## config.mk

```make
export PLATFORM = sky130hd
export DESIGN_NAME = pipe_hazard_ctrl_flat
export DESIGN_NICKNAME = d
export VERILOG_FILES = /design/src/rtl/pipe_hazard_ctrl_if.sv /design/src/rtl/pipe_hazard_ctrl.sv /design/src/flat_wrapper.sv
export SDC_FILE = /design/constraint.sdc
export NUM_CORES = 1
export LEC_CHECK = 0
export ABC_CLOCK_PERIOD_IN_PS = 2340
export CORE_MARGIN = 8
export CORE_UTILIZATION = 25
export DETAILED_ROUTE_END_ITERATION = 10
export HOLD_SLACK_MARGIN = 0.02
export PLACE_DENSITY = 0.8
export SYNTH_ARGS = -nofsm -noshare
export SYNTH_HDL_FRONTEND = slang
export SYNTH_SLANG_ARGS = --single-unit
```

## constraint.sdc

```tcl
create_clock -name clk -period 2.34 [get_ports clk]
set_input_delay 0.234 -clock clk [delete_from_list [all_inputs] [get_ports clk]]
set_output_delay 0.234 -clock clk [all_outputs]
set_load 0.005 [all_outputs]
```

## src/rtl/pipe_hazard_ctrl_if.sv

```systemverilog
// Pipeline-side bundle for pipe_hazard_ctrl: ID/EX hazard inputs (driven by the
// pipeline, modport master) and the sequencing controls (driven by the controller, modport slave).
interface pipe_hazard_ctrl_if #(
    parameter int RADDR_W = 5
);
    logic [26:0]        id_instr;
    logic [RADDR_W-1:0] id_rs1;
    logic [RADDR_W-1:0] id_rs2;
    logic               id_rs1_used;
    logic               id_rs2_used;
    logic [26:0]        ex_instr;
    logic [RADDR_W-1:0] ex_rd;
    logic               ex_taken;

    logic               pc_en;
    logic               if_id_en;
    logic               if_id_flush;
    logic               id_ex_bubble;
    logic               halted;
    logic [1:0]         state;

    modport master (
        output id_instr, id_rs1, id_rs2, id_rs1_used, id_rs2_used,
        output ex_instr, ex_rd, ex_taken,
        input  pc_en, if_id_en, if_id_flush, id_ex_bubble, halted, state
    );

    modport slave (
        input  id_instr, id_rs1, id_rs2, id_rs1_used, id_rs2_used,
        input  ex_instr, ex_rd, ex_taken,
        output pc_en, if_id_en, if_id_flush, id_ex_bubble, halted, state
    );
endinterface

```

## src/rtl/pipe_hazard_ctrl.sv

```systemverilog
// Pipeline sequencing controller: load-use stalls, taken-branch flush, HALT drain.
// Optional perf counters (stall_count/flush_count) built only with HAZARD_CTRL_PERF_EN.
module pipe_hazard_ctrl #(
    parameter int LOAD_LAT     = 1,
    parameter int DRAIN_CYCLES = 3,
    parameter int RADDR_W      = 5
) (
    input  logic                 clk,
    input  logic                 rst,
    pipe_hazard_ctrl_if.slave    bus
`ifdef HAZARD_CTRL_PERF_EN
    ,
    output logic [15:0]          stall_count,
    output logic [15:0]          flush_count
`endif
);

    typedef enum logic [1:0] {
        ST_RUN    = 2'd0,
        ST_STALL  = 2'd1,
        ST_DRAIN  = 2'd2,
        ST_HALTED = 2'd3
    } state_e;

    localparam logic [4:0] OP_LDST    = 5'b11111;
    localparam logic [4:0] OP_HALT    = 5'b10000;
    localparam logic [2:0] STALL_INIT = 3'(LOAD_LAT - 1);
    localparam logic [2:0] DRAIN_INIT = 3'(DRAIN_CYCLES - 1);

    function automatic logic is_load(input logic [26:0] instr);
        return (instr[26:22] == OP_LDST) &&
               ((instr[21:20] == 2'b00) || (instr[21:20] == 2'b10));
    endfunction

    function automatic logic is_halt(input logic [26:0] instr);
        return instr[26:22] == OP_HALT;
    endfunction

    state_e     state_q, state_d;
    logic [2:0] cnt_q, cnt_d;

    logic pc_en_s, if_id_en_s, if_id_flush_s, id_ex_bubble_s;
    logic load_use_s, stall_s, taken_acc_s;

    logic unused_s;
    assign unused_s = ^{bus.id_instr[21:0], bus.ex_instr[19:0]};

    // Load-use hazard between the EX load and the ID sources (r0 is not special)
    always_comb begin
        load_use_s = is_load(bus.ex_instr) &&
                     ((bus.id_rs1_used && (bus.id_rs1 == bus.ex_rd)) ||
                      (bus.id_rs2_used && (bus.id_rs2 == bus.ex_rd)));
    end

    // Next-state, counter and combinational control outputs
    always_comb begin
        state_d        = state_q;
        cnt_d          = cnt_q;
        pc_en_s        = 1'b1;
        if_id_en_s     = 1'b1;
        if_id_flush_s  = 1'b0;
        id_ex_bubble_s = 1'b0;
        stall_s        = 1'b0;
        taken_acc_s    = 1'b0;
        if (!rst) begin
            state_d        = ST_RUN;
            cnt_d          = 3'd0;
            pc_en_s        = 1'b0;
            if_id_en_s     = 1'b0;
            if_id_flush_s  = 1'b1;
            id_ex_bubble_s = 1'b1;
        end else begin
            case (state_q)
                ST_RUN: begin
                    if (bus.ex_taken) begin
                        if_id_flush_s  = 1'b1;
                        id_ex_bubble_s = 1'b1;
                        taken_acc_s    = 1'b1;
                    end else if (load_use_s) begin
                        pc_en_s        = 1'b0;
                        if_id_en_s     = 1'b0;
                        id_ex_bubble_s = 1'b1;
                        stall_s        = 1'b1;
                        if (LOAD_LAT > 1) begin
                            state_d = ST_STALL;
                            cnt_d   = STALL_INIT;
                        end else begin
                            cnt_d = 3'd0;
                        end
                    end else if (is_halt(bus.id_instr)) begin
                        pc_en_s       = 1'b0;
                        if_id_en_s    = 1'b0;
                        if_id_flush_s = 1'b1;
                        state_d       = ST_DRAIN;
                        cnt_d         = DRAIN_INIT;
                    end else begin
                        cnt_d = 3'd0;
                    end
                end
                ST_STALL: begin
                    // The detect cycle in RUN is the first stall cycle, so leave one early
                    pc_en_s        = 1'b0;
                    if_id_en_s     = 1'b0;
                    id_ex_bubble_s = 1'b1;
                    stall_s        = 1'b1;
                    if (cnt_q <= 3'd1) begin
                        state_d = ST_RUN;
                        cnt_d   = 3'd0;
                    end else begin
                        cnt_d = cnt_q - 3'd1;
                    end
                end
                ST_DRAIN: begin
                    pc_en_s        = 1'b0;
                    if_id_en_s     = 1'b0;
                    if_id_flush_s  = 1'b1;
                    id_ex_bubble_s = 1'b1;
                    if (bus.ex_taken) begin
                        // An older branch resolved taken: the HALT was wrong-path
                        pc_en_s     = 1'b1;
                        taken_acc_s = 1'b1;
                        state_d     = ST_RUN;
                        cnt_d       = 3'd0;
                    end else if (cnt_q == 3'd0) begin
                        state_d = ST_HALTED;
                    end else begin
                        cnt_d = cnt_q - 3'd1;
                    end
                end
                ST_HALTED: begin
                    pc_en_s        = 1'b0;
                    if_id_en_s     = 1'b0;
                    if_id_flush_s  = 1'b1;
                    id_ex_bubble_s = 1'b1;
                end
                default: begin
                    state_d        = ST_RUN;
                    cnt_d          = 3'd0;
                    pc_en_s        = 1'b0;
                    if_id_en_s     = 1'b0;
                    if_id_flush_s  = 1'b1;
                    id_ex_bubble_s = 1'b1;
                end
            endcase
        end
    end

    // State and counter registers with synchronous active-low reset
    always_ff @(posedge clk) begin
        if (!rst) begin
            state_q <= ST_RUN;
            cnt_q   <= 3'd0;
        end else begin
            state_q <= state_d;
            cnt_q   <= cnt_d;
        end
    end

    assign bus.pc_en        = pc_en_s;
    assign bus.if_id_en     = if_id_en_s;
    assign bus.if_id_flush  = if_id_flush_s;
    assign bus.id_ex_bubble = id_ex_bubble_s;
    assign bus.halted       = (state_q == ST_HALTED);
    assign bus.state        = state_q;

`ifdef HAZARD_CTRL_PERF_EN
    logic [15:0] stall_count_q;
    logic [15:0] flush_count_q;

    function automatic logic [15:0] sat_inc(input logic [15:0] v);
        return (v == 16'hFFFF) ? v : (v + 16'd1);
    endfunction

    // Saturating performance counters
    always_ff @(posedge clk) begin
        if (!rst) begin
            stall_count_q <= 16'd0;
            flush_count_q <= 16'd0;
        end else begin
            if (stall_s) begin
                stall_count_q <= sat_inc(stall_count_q);
            end
            if (taken_acc_s) begin
                flush_count_q <= sat_inc(flush_count_q);
            end
        end
    end

    assign stall_count = stall_count_q;
    assign flush_count = flush_count_q;
`else
    logic unused_perf_s;
    assign unused_perf_s = stall_s ^ taken_acc_s;
`endif

endmodule

```

## src/flat_wrapper.sv

```systemverilog
// flat-port wrapper written by rule: the top's interface ports become plain ports
module pipe_hazard_ctrl_flat 
#(
    parameter int LOAD_LAT     = 1,
    parameter int DRAIN_CYCLES = 3,
    parameter int RADDR_W      = 5
)
  (clk, rst, bus_id_instr, bus_id_rs1, bus_id_rs2, bus_id_rs1_used, bus_id_rs2_used, bus_ex_instr, bus_ex_rd, bus_ex_taken, bus_pc_en, bus_if_id_en, bus_if_id_flush, bus_id_ex_bubble, bus_halted, bus_state);
  pipe_hazard_ctrl_if #(.RADDR_W(RADDR_W)) bus_i ();
  input  logic clk;
  input  logic rst;
  input wire logic [$bits(bus_i.id_instr)-1:0] bus_id_instr;
  input wire logic [$bits(bus_i.id_rs1)-1:0] bus_id_rs1;
  input wire logic [$bits(bus_i.id_rs2)-1:0] bus_id_rs2;
  input wire logic [$bits(bus_i.id_rs1_used)-1:0] bus_id_rs1_used;
  input wire logic [$bits(bus_i.id_rs2_used)-1:0] bus_id_rs2_used;
  input wire logic [$bits(bus_i.ex_instr)-1:0] bus_ex_instr;
  input wire logic [$bits(bus_i.ex_rd)-1:0] bus_ex_rd;
  input wire logic [$bits(bus_i.ex_taken)-1:0] bus_ex_taken;
  output wire logic [$bits(bus_i.pc_en)-1:0] bus_pc_en;
  output wire logic [$bits(bus_i.if_id_en)-1:0] bus_if_id_en;
  output wire logic [$bits(bus_i.if_id_flush)-1:0] bus_if_id_flush;
  output wire logic [$bits(bus_i.id_ex_bubble)-1:0] bus_id_ex_bubble;
  output wire logic [$bits(bus_i.halted)-1:0] bus_halted;
  output wire logic [$bits(bus_i.state)-1:0] bus_state;
  assign bus_i.id_instr = bus_id_instr;
  assign bus_i.id_rs1 = bus_id_rs1;
  assign bus_i.id_rs2 = bus_id_rs2;
  assign bus_i.id_rs1_used = bus_id_rs1_used;
  assign bus_i.id_rs2_used = bus_id_rs2_used;
  assign bus_i.ex_instr = bus_ex_instr;
  assign bus_i.ex_rd = bus_ex_rd;
  assign bus_i.ex_taken = bus_ex_taken;
  assign bus_pc_en = bus_i.pc_en;
  assign bus_if_id_en = bus_i.if_id_en;
  assign bus_if_id_flush = bus_i.if_id_flush;
  assign bus_id_ex_bubble = bus_i.id_ex_bubble;
  assign bus_halted = bus_i.halted;
  assign bus_state = bus_i.state;
  pipe_hazard_ctrl #(.LOAD_LAT(LOAD_LAT), .DRAIN_CYCLES(DRAIN_CYCLES), .RADDR_W(RADDR_W)) u_core (.clk(clk), .rst(rst), .bus(bus_i));
endmodule
```

==> run_results.csv <==
group,metric,value,unit
placement,dp_hpwl,1830,um
logic_synthesis,synth-edff-count,0,
cells_and_area,final_common_cell,"clkdlybuf4s50_1",
timing,grt_setup_unrepaired,"no",
critical_path,slowest_delay,0.49,ns
timing,fin_crit,2.17,ns
power_and_ir_drop,power_frac_clock,33.0,%
placement,io_buffer_count,37,
logic_synthesis,syn_avg_cell_area,8.06,sq um
timing,tightest_slew,0.310,ns
floorplanning,die_area,0.00433,sq mm
critical_path,r2r_cells,8,
clocking,cts.clk_slew.worst_paths,0.04,ns
detailed_routing,wl_per_cell,13.6,um
detailed_routing,viasPerCell,4.81,
floorplanning,start_util,25.8,%
logic_synthesis,syn_area,621,sq um
power_and_ir_drop,cellLeakagePower,0.419,nW
global_routing,grt_pass1_vias,852,
floorplanning,io_pins,81,
clocking,cts_setup_buffers,0,
critical_path,rr_startpoint,"u_core.bus.state[0]",
worst_hold_path,min_to,"u_core.bus.state[0]",
timing,min_period_over_period,92.7,%
clocking,cts_sinks,5,
timing,max-slew-margin-rel,79.2,%
logic_synthesis,yosys_warnings,0,
logic_synthesis,synthesis.nets,159,
floorplanning,die_h,65.8,um
detailed_routing,dr.pass1.iters,4,
logic_synthesis,postSynth.asyncResetShare,0,%
power_and_ir_drop,power.total,306,uW
critical_path,rrSetupSlack,0.42,ns
timing,setup-tns-final,0,ns
logic_synthesis,synth_xor_area_share,14.1,%
logic_synthesis,synthSimpleGateAreaFrac,26.8,%
timing,setup_violations,0,
power_and_ir_drop,p_sw,80.3,uW
logic_synthesis,yosysSeqAreaShare,16.1,%
power_and_ir_drop,seqPwrFrac,29.0,%
logic_synthesis,synthMuxAreaShare,3.43,%
power_and_ir_drop,p_int,226,uW
global_routing,overflow,0,
clocking,cts_tree,"yes",
floorplanning,rows,18,
worst_hold_path,hp-start,"u_core.bus.state[0]",
global_routing,grt_max_degree,8,
timing,fmax,461,MHz
critical_path,critical_path.cell_chain,"clkdlybuf4s50_1 -> buf_4 -> xnor2_1 -> nand2_1 -> o22ai_2 -> nand4_4 -> buf_4 -> a21oi_1 -> nor2_1 -> dlygate4sd2_1",
logic_synthesis,synth_top_family_by_area,"simple AND/OR/NAND/NOR gates",
cells_and_area,num_antenna_cells,0,
critical_path,criticalPathCategory,"in -> out",
run,max-cap-violations,0,
detailed_routing,ant_nets,0,
timing,maxSlewViolCount,0,
critical_path,r2r-end,"u_core.cnt_q[2]",
global_routing,grt_antenna_before_repair,0,
critical_path,start_kind,"input port",
clocking,cts_root_buf,"clkbuf_4",
power_and_ir_drop,comb_power_share,38.0,%
critical_path,critical_path_required,2.11,ns
detailed_routing,drc,0,
logic_synthesis,synthCells,77,
global_routing,grt_pass1_wl,3490,um
timing,hold_violations,0,
logic_synthesis,ys_ff_latch,5,
power_and_ir_drop,ir_drop,0.222,mV
cells_and_area,synthToLayoutAreaGrowth,73.2,%
detailed_routing,drt_iter0_drc,26,
critical_path,endpoint_kind,"output port",
floorplanning,die_x,65.8,um
detailed_routing,vias,727,
critical_path,cp_max_fo,6,
clocking,cts_buffers,3,
cells_and_area,drive_above_1_share,9.09,%
worst_hold_path,holdCritPathClass,"reg -> reg",
clocking,cts_max_path_buffers,2,
cells_and_area,post-route-util,44.6,%
global_routing,grt_usage,10.0,%
floorplanning,core_area,0.00241,sq mm
clocking,h-tree-depth,1,
logic_synthesis,synth_compound_area_share,19.8,%
run_status,status,"finished clean",
power_and_ir_drop,swShare,26.2,%
logic_synthesis,synth_ff_type,"dfxtp_1",
clocking,clock_latency,0.24,ns
timing,finClkSkew,0.00451,ns
timing,hold_slack,0.520,ns
power_and_ir_drop,power_per_cell_area,285,mW/mm^2
logic_synthesis,synthAdderAreaFrac,16.1,%
critical_path,path_common_cell,"buf_4",
critical_path,critPathArrivalTime,1.93,ns
placement,globalplace.congestion,0.905,
logic_synthesis,synth_cell_types,27,
detailed_routing,totalWireLength,2050,um
critical_path,cpMaxStageDelayCell,"clkdlybuf4s50_1",
worst_hold_path,hold_path_depth,2,
cells_and_area,nNetsFinal,204,
cells_and_area,final_cell_mix,"clkdlybuf4s50_1 (29), xnor2_1 (10), nand2_1 (9)",
critical path: cells and delay by family:
| kind | cells | cell delay (ns) |
|---|---|---|
| AO/OA/AOI/OAI | 2 | 0.29 |
| buffers and inverters | 4 | 1.04 |
| AND/OR/NAND/NOR | 3 | 0.26 |
| XOR/XNOR | 1 | 0.10 |
stage by stage:
step	setup slack (ns)	cell area, sq um	instances
5_1_grt	0.0390	1070	151
4_1_cts	0.0412	1070	151
3_5_place_dp	-0.0963	1050	147
2_1_floorplan	0.669	621	77
3_3_place_gp	-0.114	1050	147
6_report	0.171	1070	151
kinds of logic after synthesis:
group / after synthesis
adder cells (fa/ha/maj): 8
multiplexers: 2
buffers and inverters: 6
flip-flops: 5
AND/OR/NAND/NOR: 29
XOR/XNOR: 10
AO/OA/AOI/OAI: 17
state kept, by name, summed over array words and instances (netlist names):
register and flops:
u_core.bus.state 2, u_core.cnt_q 3
cell type report:
type / count / area (sq um)
Tap cell: 30 / 37.5
Fill cell: 241 / 1340
Clock buffer: 4 / 26.3
Multi-Input combinational cell: 66 / 502
Inverter: 6 / 22.5
Sequential cell: 5 / 100
Timing Repair Buffer: 40 / 387
per-layer routing:
layer	track usage, %	wire (um)	share of wire, %
met5	0	0	0
met4	2.45	0	0
met3	5.76	206	10
met2	18.9	1080	52
met1	8.93	767	37
cell usage after synthesis (2+ instances only):
cell type / n / area share, %
ha_1: 8 / 16
nand4_1: 2 / 2.0
a21oi_1: 4 / 3.2
nor3b_1: 3 / 3.6
xnor2_1: 10 / 14
nor2b_1: 3 / 3.0
o21ai_0: 4 / 3.2
nand3_1: 2 / 1.6
nand2_1: 9 / 5.4
nor2_1: 5 / 3.0
inv_1: 6 / 3.6
dfxtp_1: 5 / 16
a311oi_1: 2 / 2.8
power by group through the flow:
stage	combinational [mW]	sequential, mW	clock [mW]
floorplan	0.0431	0.0901	0
global placement	0.118	0.0903	0
detailed placement	0.122	0.0904	0
CTS	0.117	0.0888	0.106
global route	0.127	0.0889	0.118
finish	0.117	0.0888	0.101
worst max-delay path by stage:
stage,startpoint,end,slack (ns),cells after the start
3_3_place_gp,bus_ex_rd[3],bus_if_id_flush,-0.11,8
5_1_grt,u_core.bus.state[0],bus_if_id_flush,0.04,7
4_1_cts,bus_ex_rd[1],bus_id_ex_bubble,0.04,8
2_1_floorplan,u_core.bus.state[0],u_core.cnt_q[0],0.67,8
3_5_place_dp,bus_ex_rd[0],bus_if_id_flush,-0.1,8
6_report,bus_ex_rd[1],bus_if_id_en,0.17,10
repair_timing:
action,4_1_cts,5_1_grt
hold buffers,0,0
pin swaps,2,2
endpoints found under the hold margin,0,0
setup endpoints to repair,4,2
gates resized for setup,7,2
No activity file was read; power rests on OpenSTA's default activity.
==> RTL change: new RTL, same flow settings <==
`RADDR_W` is set to 5 in 3 places; all go to 6.
--- a/src/rtl/pipe_hazard_ctrl_if.sv
+++ b/src/rtl/pipe_hazard_ctrl_if.sv
@@ -1,7 +1,7 @@
 // Pipeline-side bundle for pipe_hazard_ctrl: ID/EX hazard inputs (driven by the
 // pipeline, modport master) and the sequencing controls (driven by the controller, modport slave).
 interface pipe_hazard_ctrl_if #(
-    parameter int RADDR_W = 5
+    parameter int RADDR_W = 6
 );
     logic [26:0]        id_instr;
     logic [RADDR_W-1:0] id_rs1;
--- a/src/rtl/pipe_hazard_ctrl.sv
+++ b/src/rtl/pipe_hazard_ctrl.sv
@@ -3,7 +3,7 @@
 module pipe_hazard_ctrl #(
     parameter int LOAD_LAT     = 1,
     parameter int DRAIN_CYCLES = 3,
-    parameter int RADDR_W      = 5
+    parameter int RADDR_W      = 6
 ) (
     input  logic                 clk,
     input  logic                 rst,
--- a/src/flat_wrapper.sv
+++ b/src/flat_wrapper.sv
@@ -3,7 +3,7 @@
 #(
     parameter int LOAD_LAT     = 1,
     parameter int DRAIN_CYCLES = 3,
-    parameter int RADDR_W      = 5
+    parameter int RADDR_W      = 6
 )
   (clk, rst, bus_id_instr, bus_id_rs1, bus_id_rs2, bus_id_rs1_used, bus_id_rs2_used, bus_ex_instr, bus_ex_rd, bus_ex_taken, bus_pc_en, bus_if_id_en, bus_if_id_flush, bus_id_ex_bubble, bus_halted, bus_state);
   pipe_hazard_ctrl_if #(.RADDR_W(RADDR_W)) bus_i ();
Ports: changed (resized bus_ex_rd, bus_id_rs1 and bus_id_rs2); port bits go from 81 to 84. No check against the original RTL was run, so the function may have changed too.
==> RTL change against the unedited design <==
  * Combinational power increased by 20%
  * Design area grew 14%
  * Area after synthesis increased by 12%
  * Routed wire length rose by 7.2%
  * Worst setup slack worse by 0.11 ns
  * Synthesized cell count is 5.2% higher
  * Total power increased by 7.5%
  * Worst hold slack worse by 0.024 ns
  * Sequential cell count did not move
==> RTL change: results (changes against the unedited design) <==
fin_skew_ns: 0.00106  # was 0.00451 ns
vias: 773  # was 727
num_antenna_cells: 0  # unchanged
cts_buffers: 3  # unchanged
synth_cell_type_count: 33  # was 27
track_usage: 0.0958  # was 0.100
hp-class: "reg2reg"  # unchanged
largest_register_ffs: 3  # unchanged
pre_cts_ws_ns: 0.0247  # was -0.0963 ns
cp_max_fo: 4  # was 6
final_nets: 218  # was 204
grt_pass1_wl_microns: 3540  # was 3490 microns
power_leakage_nw: 0.496  # was 0.419 nW
drive_gt1_frac: 0.197  # was 0.0909
drt_iter0_markers: 18  # was 26
synth-main-ff-cell: "dfxtp_1"  # unchanged
synth.area.top_cells: "xnor2_1 15%, dfxtp_1 14%, ha_1 14%, mux2i_1 4.3%, inv_1 4.3%"  # was dfxtp_1 16%, ha_1 16%, xnor2_1 14%, nand2_1 5.4%, inv_1 3.6%
htree_levels: 1  # unchanged
synthAdderAreaFrac: 0.144  # was 0.161
reg2reg_from: "u_core.bus.state[0]$_SDFFE_PN0P_"  # unchanged
synth_mux_area_frac: 0.0433  # was 0.0343
synthTopCellsByCount: "12 x xnor2_1, 8 x ha_1, 8 x inv_1"  # was 10 x xnor2_1, 9 x nand2_1, 8 x ha_1
cts_root_buf: "clkbuf_4"  # unchanged
grt_max_degree: 12  # was 8
crit_path_end: "bus_id_ex_bubble"  # was bus_if_id_en
rrSetupSlack_ns: 0.59  # was 0.42 ns
vdd_drop_max_uv: 234  # was 222 uV
grt_pass1_vias: 836  # was 852
cts_buffer_depth: 2  # unchanged
ys_seq_area_frac: 0.144  # was 0.161
worst_slew_pin_slew_ns: 0.370  # was 0.310 ns
startpoint: "bus_ex_rd[3]"  # was bus_ex_rd[1]
status: "completed"  # unchanged
reg2regPathDepth: 8  # unchanged
wl_per_cell_microns: 13.5  # was 13.6 microns
synth_edf_count: 0  # unchanged
top_register: "u_core.cnt_q"  # unchanged
synthXorXnorAreaFrac: 0.152  # was 0.141
fin_crit_ns: 2.28  # was 2.17 ns
insertion_delay_ns: 0.24  # about the same
synth_compound_area_frac: 0.316  # was 0.198
port_buffers: 40  # was 37
synthArstFlopShare: 0  # unchanged
antenna_found_initial: 0  # unchanged
dp_hpwl_microns: 1910  # was 1830 microns
detail_route.first_pass.iterations: 4  # unchanged
syn_nets: 166  # was 159
r2r-end: "u_core.cnt_q[2]$_SDFFE_PN0P_"  # unchanged
critPathArrivalTime_ns: 2.05  # was 1.93 ns
yosys_warnings: 0  # unchanged
path_clk_slew_ns: 0.04  # about the same
place_congestion: 0.731  # was 0.905
[RTL change: changes by cell type in the layout (fill, tap and decap cells not counted), moves of 2 or more]
| cell | change |
|---|---|
| a311oi_1 | -2 |
| dlymetal6s2s_1 | +2 |
| dfxtp_2 | +2 |
| clkdlybuf4s50_1 | +7 |
| xnor2_1 | +2 |
| dfxtp_1 | -2 |
| nand2_1 | -2 |
| buf_4 | +5 |
| nor3b_1 | -2 |
| inv_1 | +2 |
| dlygate4sd2_1 | -6 |
| nor2b_1 | -3 |
| nor2_1 | -5 |
| mux2i_1 | +2 |
[RTL change: layer usage]
metal / global-route usage / share of wire
met3: 0.0291 / 0.037
met2: 0.192 / 0.57
met4: 0.0332 / 0.012
met5: 0 / 0
met1: 0.0881 / 0.38
[RTL change: worst max-delay path, stage by stage]
cell	delay, ns
clkdlybuf4s50_1	0.53
xnor2_1	0.13
nand4_1	0.12
o22ai_2	0.27
buf_4	0.16
a211o_2	0.11
clkdlybuf4s50_1	0.50
[RTL change: power by group]
part           internal (mW)  total (mW)  leakage, nW  switching, mW
Sequential            0.0873      0.0890       0.0415        0.00163
Clock                 0.0645       0.101       0.0150         0.0364
Combinational         0.0932       0.140        0.439         0.0463
[RTL change: timing repair]
action | in CTS | in global routing
buffers inserted | 0 | 1
resized for setup | 3 | 4
pin swaps | 0 | 1
endpoints found under the setup margin | 1 | 2
[RTL change: how the worst min path moves through the flow]
stage	from	end	slack, ns	depth (start not counted)
after floorplan	bus_ex_taken	u_core.bus.state[0]$_SDFFE_PN0P_	0.46	3
after global placement	u_core.bus.state[1]$_SDFFE_PN0P_	u_core.bus.state[1]$_SDFFE_PN0P_	0.50	2
after detailed placement	u_core.bus.state[1]$_SDFFE_PN0P_	u_core.bus.state[1]$_SDFFE_PN0P_	0.52	2
after CTS	u_core.bus.state[1]$_SDFFE_PN0P_	u_core.bus.state[1]$_SDFFE_PN0P_	0.49	2
after global routing	u_core.bus.state[0]$_SDFFE_PN0P_	u_core.bus.state[0]$_SDFFE_PN0P_	0.51	2
final	u_core.bus.state[0]$_SDFFE_PN0P_	u_core.bus.state[0]$_SDFFE_PN0P_	0.50	2
[RTL change: cell type report]
type,count,area [sq um]
repair buffers,48,467
well taps,31,38.8
clock buffers,4,26.3
multi-input cells,67,563
inverters,8,30.0
fillers,266,1460
flip-flops and latches,5,103
[RTL change: stage by stage]
stage	util	instances	cell area, sq um
floorplan	-	81	693
global placement	0.440	158	1180
detailed placement	0.440	158	1180
CTS	0.450	162	1210
global route	0.457	163	1230
finish	0.457	163	1230
